===== src/rtl/icache_responder.sv =====
// rtl/icache_responder.sv - direct-mapped halfword-indexed instruction cache responder
// One fetch in flight; a miss issues a single 32-bit read and fills the entry.
module icache_responder #(
    parameter int INDEX_BITS = 6
) (
    input  logic        clk_in,
    input  logic        rst_in,
    input  logic        rdy_in,
    input  logic        fetch_able,
    input  logic [31:0] fetch_pc,
    input  logic        clear,
    output logic        ins_ready,
    output logic [31:0] ins,
    output logic [31:0] ins_pc,
    output logic        mem_req,
    output logic [31:0] mem_addr,
    input  logic        mem_done,
    input  logic [31:0] mem_data
);
    localparam int ENTRIES = 1 << INDEX_BITS;
    localparam int TAG_W   = 32 - INDEX_BITS - 1;

    localparam logic [1:0] ST_IDLE  = 2'd0;
    localparam logic [1:0] ST_MISS  = 2'd1;
    localparam logic [1:0] ST_ABORT = 2'd2;
    localparam logic [1:0] ST_DONE  = 2'd3;

    logic [1:0]  state_q, state_d;
    logic        ins_ready_q, ins_ready_d;
    logic [31:0] ins_q, ins_d;
    logic [31:0] ins_pc_q, ins_pc_d;
    logic        mem_req_q, mem_req_d;
    logic [31:0] mem_addr_q, mem_addr_d;
    logic        fill_en;

    logic             valid_q [ENTRIES];
    logic [TAG_W-1:0] tag_q   [ENTRIES];
    logic [31:0]      data_q  [ENTRIES];

    // Bit 0 of the fetch address never reaches the cache.
    logic [31:0]           pc_al;
    logic [INDEX_BITS-1:0] look_idx, fill_idx;
    logic [TAG_W-1:0]      look_tag, fill_tag;
    logic                  look_hit;

    assign pc_al    = fetch_pc & ~32'h1;
    assign look_idx = pc_al[INDEX_BITS:1];
    assign look_tag = pc_al[31:INDEX_BITS+1];
    assign look_hit = valid_q[look_idx] && (tag_q[look_idx] == look_tag);
    assign fill_idx = mem_addr_q[INDEX_BITS:1];
    assign fill_tag = mem_addr_q[31:INDEX_BITS+1];

    always_comb begin
        state_d     = state_q;
        ins_ready_d = 1'b0;
        ins_d       = ins_q;
        ins_pc_d    = ins_pc_q;
        mem_req_d   = mem_req_q;
        mem_addr_d  = mem_addr_q;
        fill_en     = 1'b0;
        case (state_q)
            ST_IDLE: begin
                if (fetch_able && !clear) begin
                    if (look_hit) begin
                        ins_ready_d = 1'b1;
                        ins_d       = data_q[look_idx];
                        ins_pc_d    = pc_al;
                        state_d     = ST_DONE;
                    end else begin
                        mem_req_d  = 1'b1;
                        mem_addr_d = pc_al;
                        state_d    = ST_MISS;
                    end
                end
            end
            ST_MISS: begin
                if (mem_done) begin
                    fill_en   = 1'b1;
                    mem_req_d = 1'b0;
                    if (clear) begin
                        state_d = ST_IDLE;
                    end else begin
                        ins_ready_d = 1'b1;
                        ins_d       = mem_data;
                        ins_pc_d    = mem_addr_q;
                        state_d     = ST_DONE;
                    end
                end else if (clear) begin
                    // The read cannot be withdrawn; keep requesting and just drop the answer.
                    state_d = ST_ABORT;
                end
            end
            ST_ABORT: begin
                if (mem_done) begin
                    fill_en   = 1'b1;
                    mem_req_d = 1'b0;
                    state_d   = ST_IDLE;
                end
            end
            default: begin
                state_d = ST_IDLE;
            end
        endcase
    end

    always_ff @(posedge clk_in) begin
        if (rst_in) begin
            state_q     <= ST_IDLE;
            ins_ready_q <= 1'b0;
            ins_q       <= 32'h0;
            ins_pc_q    <= 32'h0;
            mem_req_q   <= 1'b0;
            mem_addr_q  <= 32'h0;
            for (int i = 0; i < ENTRIES; i++) begin
                valid_q[i] <= 1'b0;
            end
        end else if (rdy_in) begin
            state_q     <= state_d;
            ins_ready_q <= ins_ready_d;
            ins_q       <= ins_d;
            ins_pc_q    <= ins_pc_d;
            mem_req_q   <= mem_req_d;
            mem_addr_q  <= mem_addr_d;
            if (fill_en) begin
                valid_q[fill_idx] <= 1'b1;
            end
        end
    end

    always_ff @(posedge clk_in) begin
        if (!rst_in && rdy_in && fill_en) begin
            tag_q[fill_idx]  <= fill_tag;
            data_q[fill_idx] <= mem_data;
        end
    end

    assign ins_ready = ins_ready_q;
    assign ins       = ins_q;
    assign ins_pc    = ins_pc_q;
    assign mem_req   = mem_req_q;
    assign mem_addr  = mem_addr_q;
endmodule


===== config.mk =====
export PLATFORM = sky130hd
export DESIGN_NAME = icache_responder
export DESIGN_NICKNAME = d
export VERILOG_FILES = /design/src/rtl/icache_responder.sv
export SDC_FILE = /design/constraint.sdc
export NUM_CORES = 2
export LEC_CHECK = 0
export CELL_PAD_IN_SITES_DETAIL_PLACEMENT = 1
export CELL_PAD_IN_SITES_GLOBAL_PLACEMENT = 1
export CORE_UTILIZATION = 29
export CTS_BUF_LIST = sky130_fd_sc_hd__clkbuf_4 sky130_fd_sc_hd__clkbuf_8 sky130_fd_sc_hd__clkbuf_16
export CTS_CLUSTER_DIAMETER = 100
export DETAILED_ROUTE_END_ITERATION = 16
export PLACE_DENSITY_LB_ADDON = 0.2
export SLEW_MARGIN = 15
export SYNTH_ARGS = -nofsm -noshare
export SYNTH_HDL_FRONTEND = slang
export SYNTH_SLANG_ARGS = --single-unit

===== constraint.sdc =====
create_clock -name clk_in -period 4.4 [get_ports clk_in]
set_clock_uncertainty 0.05 [all_clocks]
set_input_delay 0.44 -clock clk_in [delete_from_list [all_inputs] [get_ports clk_in]]
set_output_delay 0.44 -clock clk_in [all_outputs]
set_load 0.05 [all_outputs]

==> impl_metrics.json <==
{
  "period_share_pct": 96.4,
  "core_mm2": 0.502,
  "cts_made_buffers": 416,
  "ir_worst_vdd_mv": 0.371,
  "post_cts_buffers": 0,
  "drtIter0Drc": 8363,
  "worstRegToRegCells": 12,
  "portBuffers": 164,
  "die_w_um": 713,
  "worst_pin_slew_ns": 1.24,
  "yosysUniqueCellTypes": 63,
  "cp.required_ns": 5.23,
  "hp-class": "input port to register",
  "ant_nets": 0,
  "async_reset_ff_share_pct": 0,
  "rsz0062_at_grt": "false",
  "yosys_warnings": 0,
  "final_max_slew_viol_count": 0,
  "synthMuxAreaShare_pct": 17.6,
  "holdPathEnd": "data_q[18][16]$_DFFE_PP_",
  "vias": 74500,
  "crit_buf_inv": 3,
  "hpwlAfterDp_um": 288000,
  "drtPass1Iterations": 7,
  "synth_edf_count": 3648,
  "synth_seq_cells": 3810,
  "synthAdderAreaFrac_pct": 0.0256,
  "fill_cells": 48600,
  "drc": 0,
  "root_buffer": "clkbuf_16",
  "hold_ws_ns": 0.0984,
  "setup-tns-final_ns": 0,
  "antenna_found_initial": 38,
  "wirelength_um": 512000,
  "drive_gt1_share_pct": 32.8,
  "outcome": "finished, final reports clean",
  "synth-simple-area-share_pct": 1.58,
  "layout.cells.most_common_list": "3,648 x edfxtp_1, 1,035 x mux4_2, 483 x buf_4",
  "pin_count": 168,
  "slowest_stage": "o31ai_1",
  "clock.fmax_mhz": 236,
  "cp-end-kind": "register",
  "setup_violations": 0,
  "hold_violations": 0,
  "grt_pass1_wl_um": 688000,
  "final_common_cell": "edfxtp_1",
  "yosysSeqAreaShare_pct": 77.0,
  "cpPeakStageDelay_ns": 0.79,
  "area_delta_synth_final_pct": 20.0,
  "grt_pass1_vias": 77300,
  "min_period_ns": 4.24,
  "rrSetupSlack_ns": 0.16,
  "synth_top_family_by_area": "multiplexers",
  "die_h_um": 713,
  "p_leak_uw": 0.0532,
  "start_util_pct": 29.2,
  "cts_tree": "yes",
  "synth_flop_cell": "edfxtp_1",
  "h-tree-depth": 5,
  "post_drt_wl_per_cell_um": 35.7,
  "synthXorXnorAreaFrac_pct": 0.156,
  "worst_setup_path_start_kind": "register",
  "grt_max_degree": 101,
  "rr_endpoint": "ins[4]$_SDFFE_PP0P_",
  "drt-vias-per-instance": 5.19,
  "cts_max_path_buffers": 4,
  "gp_congestion": 0.755,
  "relSlewSlack_pct": 17.1,
  "whs_path_depth": 1,
  "syn_inst": 6473,
  "rows": 260,
  "arrival_ns": 5.07,
  "crit_chain": "mux4_2 > a32oi_1 > nand4_1 > xor2_1 > o31ai_1 > nand4_1 > buf_4 > nor4_4 > buf_12 > buf_4 > a211oi_1 > a211oi_1",
  "netlist_area_mm2": 0.146,
  "r2r-start": "tag_q[43][2]$_DFFE_PP_",
  "fin_nets": 7419,
  "grt_overflow": 0,
  "die_area_mm2": 0.508,
  "clk_latency_ns": 1.01,
  "critPathKind": "register to register",
  "grt_usage_pct": 19.7,
  "synth-compound-area-share_pct": 2.14,
  "cts.sinks": 3810,
  "path_clk_slew_ns": 0.06,
  "hp-start": "mem_data[16]",
  "max_cap_violations": 0,
  "power_density_mw_per_mm2": 450,
  "syn-mean-instance-area_um2": 22.6,
  "cp_max_fo": 23,
  "critical_path.top_delay_family": "compound AO/OA/AOI/OAI gates"
}
what timing repair did:
| action | in CTS | in global routing |
|---|---|---|
| setup endpoints to repair | 24 | 3 |
| hold buffers | 19 | 3 |
| resized for setup | 1 | 2 |
| pin swaps | 0 | 2 |
| hold endpoints to repair | 514 | 73 |
state kept, by name (all words and copies together) (netlist names), 2 cells and up:
name / cells
valid_q: 64
tag_q: 1600
ins_pc: 31
mem_addr: 31
state_q: 2
data_q: 2048
ins: 32
cells by family (layout without fill, tap and decap cells):
| kind of cell | after synthesis | count (layout) |
|---|---|---|
| xor gates and xnor gates | 26 | 26 |
| and+or+nand+nor | 453 | 453 |
| muxes | 1283 | 1283 |
| buffers and inverters | 451 | 1655 |
| other | 1 | 6 |
| DFF | 3810 | 3810 |
| AOI/OAI and AO/OA | 446 | 446 |
| adders and majority gates | 3 | 3 |
worst reg2reg max path: cells and delay by family, from the launching register on:
kind,cells,cell delay (ns)
DFF,1,0.37
AOI/OAI and AO/OA,4,1.49
and+or+nand+nor,3,0.80
buffers and inverters,3,0.78
muxes,1,0.48
xor gates and xnor gates,1,0.17
routing by layer:
| layer | vias to the layer above | part of all wire (%) | global-route usage, % |
|---|---|---|---|
| met3 | 642 | 5.2 | 2.24 |
| met4 | 6 | 2.7 | 4.85 |
| met2 | 2477 | 49 | 33.3 |
| li1 | 29400 | - | - |
| met5 | - | 0.0068 | 0 |
| met1 | 42000 | 43 | 27.2 |
worst max-delay path by stage:
stage / slack (ns) / end / cells past startpoint / from
2_1_floorplan: -0.27 / data_q[30][0]$_DFFE_PP_ / 7 / state_q[0]$_SDFFE_PP0P_
3_3_place_gp: -0.75 / ins_ready$_SDFFE_PP0P_ / 18 / fetch_pc[1]
3_5_place_dp: -0.71 / ins[4]$_SDFFE_PP0P_ / 18 / fetch_pc[1]
4_1_cts: 0.1 / ins_pc[21]$_SDFFE_PP0P_ / 13 / tag_q[53][21]$_DFFE_PP_
5_1_grt: 0.03 / ins[21]$_SDFFE_PP0P_ / 15 / tag_q[13][10]$_DFFE_PP_
6_report: 0.16 / ins[4]$_SDFFE_PP0P_ / 12 / tag_q[43][2]$_DFFE_PP_
metrics by stage:
| stage | setup slack, ns | cell area (µm²) | std cells | utilization, % | total power [µW] |
|---|---|---|---|---|---|
| detailed placement | -0.712 | 162000 | 13600 | 32.3 | 44900 |
| global route | 0.0328 | 176000 | 14400 | 35.0 | 81200 |
| global placement | -0.753 | 162000 | 13600 | 32.3 | 44900 |
| CTS | 0.0985 | 176000 | 14400 | 35.0 | 79800 |
| finish | 0.160 | 176000 | 14400 | 35.0 | 79100 |
| floorplan | -0.272 | 146000 | 6474 | - | 42900 |
cells in the mapped netlist (26+ instances only):
cell type | n | area [µm²]
buf_4 | 46 | 345
clkbuf_1 | 174 | 653
buf_1 | 26 | 97.6
dfxtp_1 | 162 | 3240
nand2b_1 | 73 | 457
a211oi_1 | 140 | 1050
a21oi_1 | 37 | 185
inv_1 | 70 | 263
buf_2 | 120 | 601
mux4_2 | 1035 | 23300
o22ai_1 | 126 | 788
mux2i_1 | 224 | 2240
nor2_1 | 109 | 409
nand2_1 | 102 | 383
a22oi_1 | 48 | 360
nand3_1 | 28 | 140
edfxtp_1 | 3648 | 110000
nor2b_1 | 39 | 244
final cells by class:
type | instances | area [µm²] | share of cell area (%)
sequential | 3810 | 113000 | 64.2
inverter | 73 | 285 | 0.162
clock buffer | 534 | 11600 | 6.57
clock inverter | 216 | 1970 | 1.12
timing repair buffer | 832 | 8700 | 4.95
antenna | 4 | 10.0 | 0.00569
tap | 6681 | 8360 | 4.76
multi-input combinational | 2213 | 32100 | 18.3
report_power, final:
part	internal [µW]	total, µW	switching (µW)
Clock	20300	35000	14700
Sequential	39700	39800	61.8
Combinational	1720	4330	2610
Total	61700	79100	17400
Power figures use the tool's default switching activity.
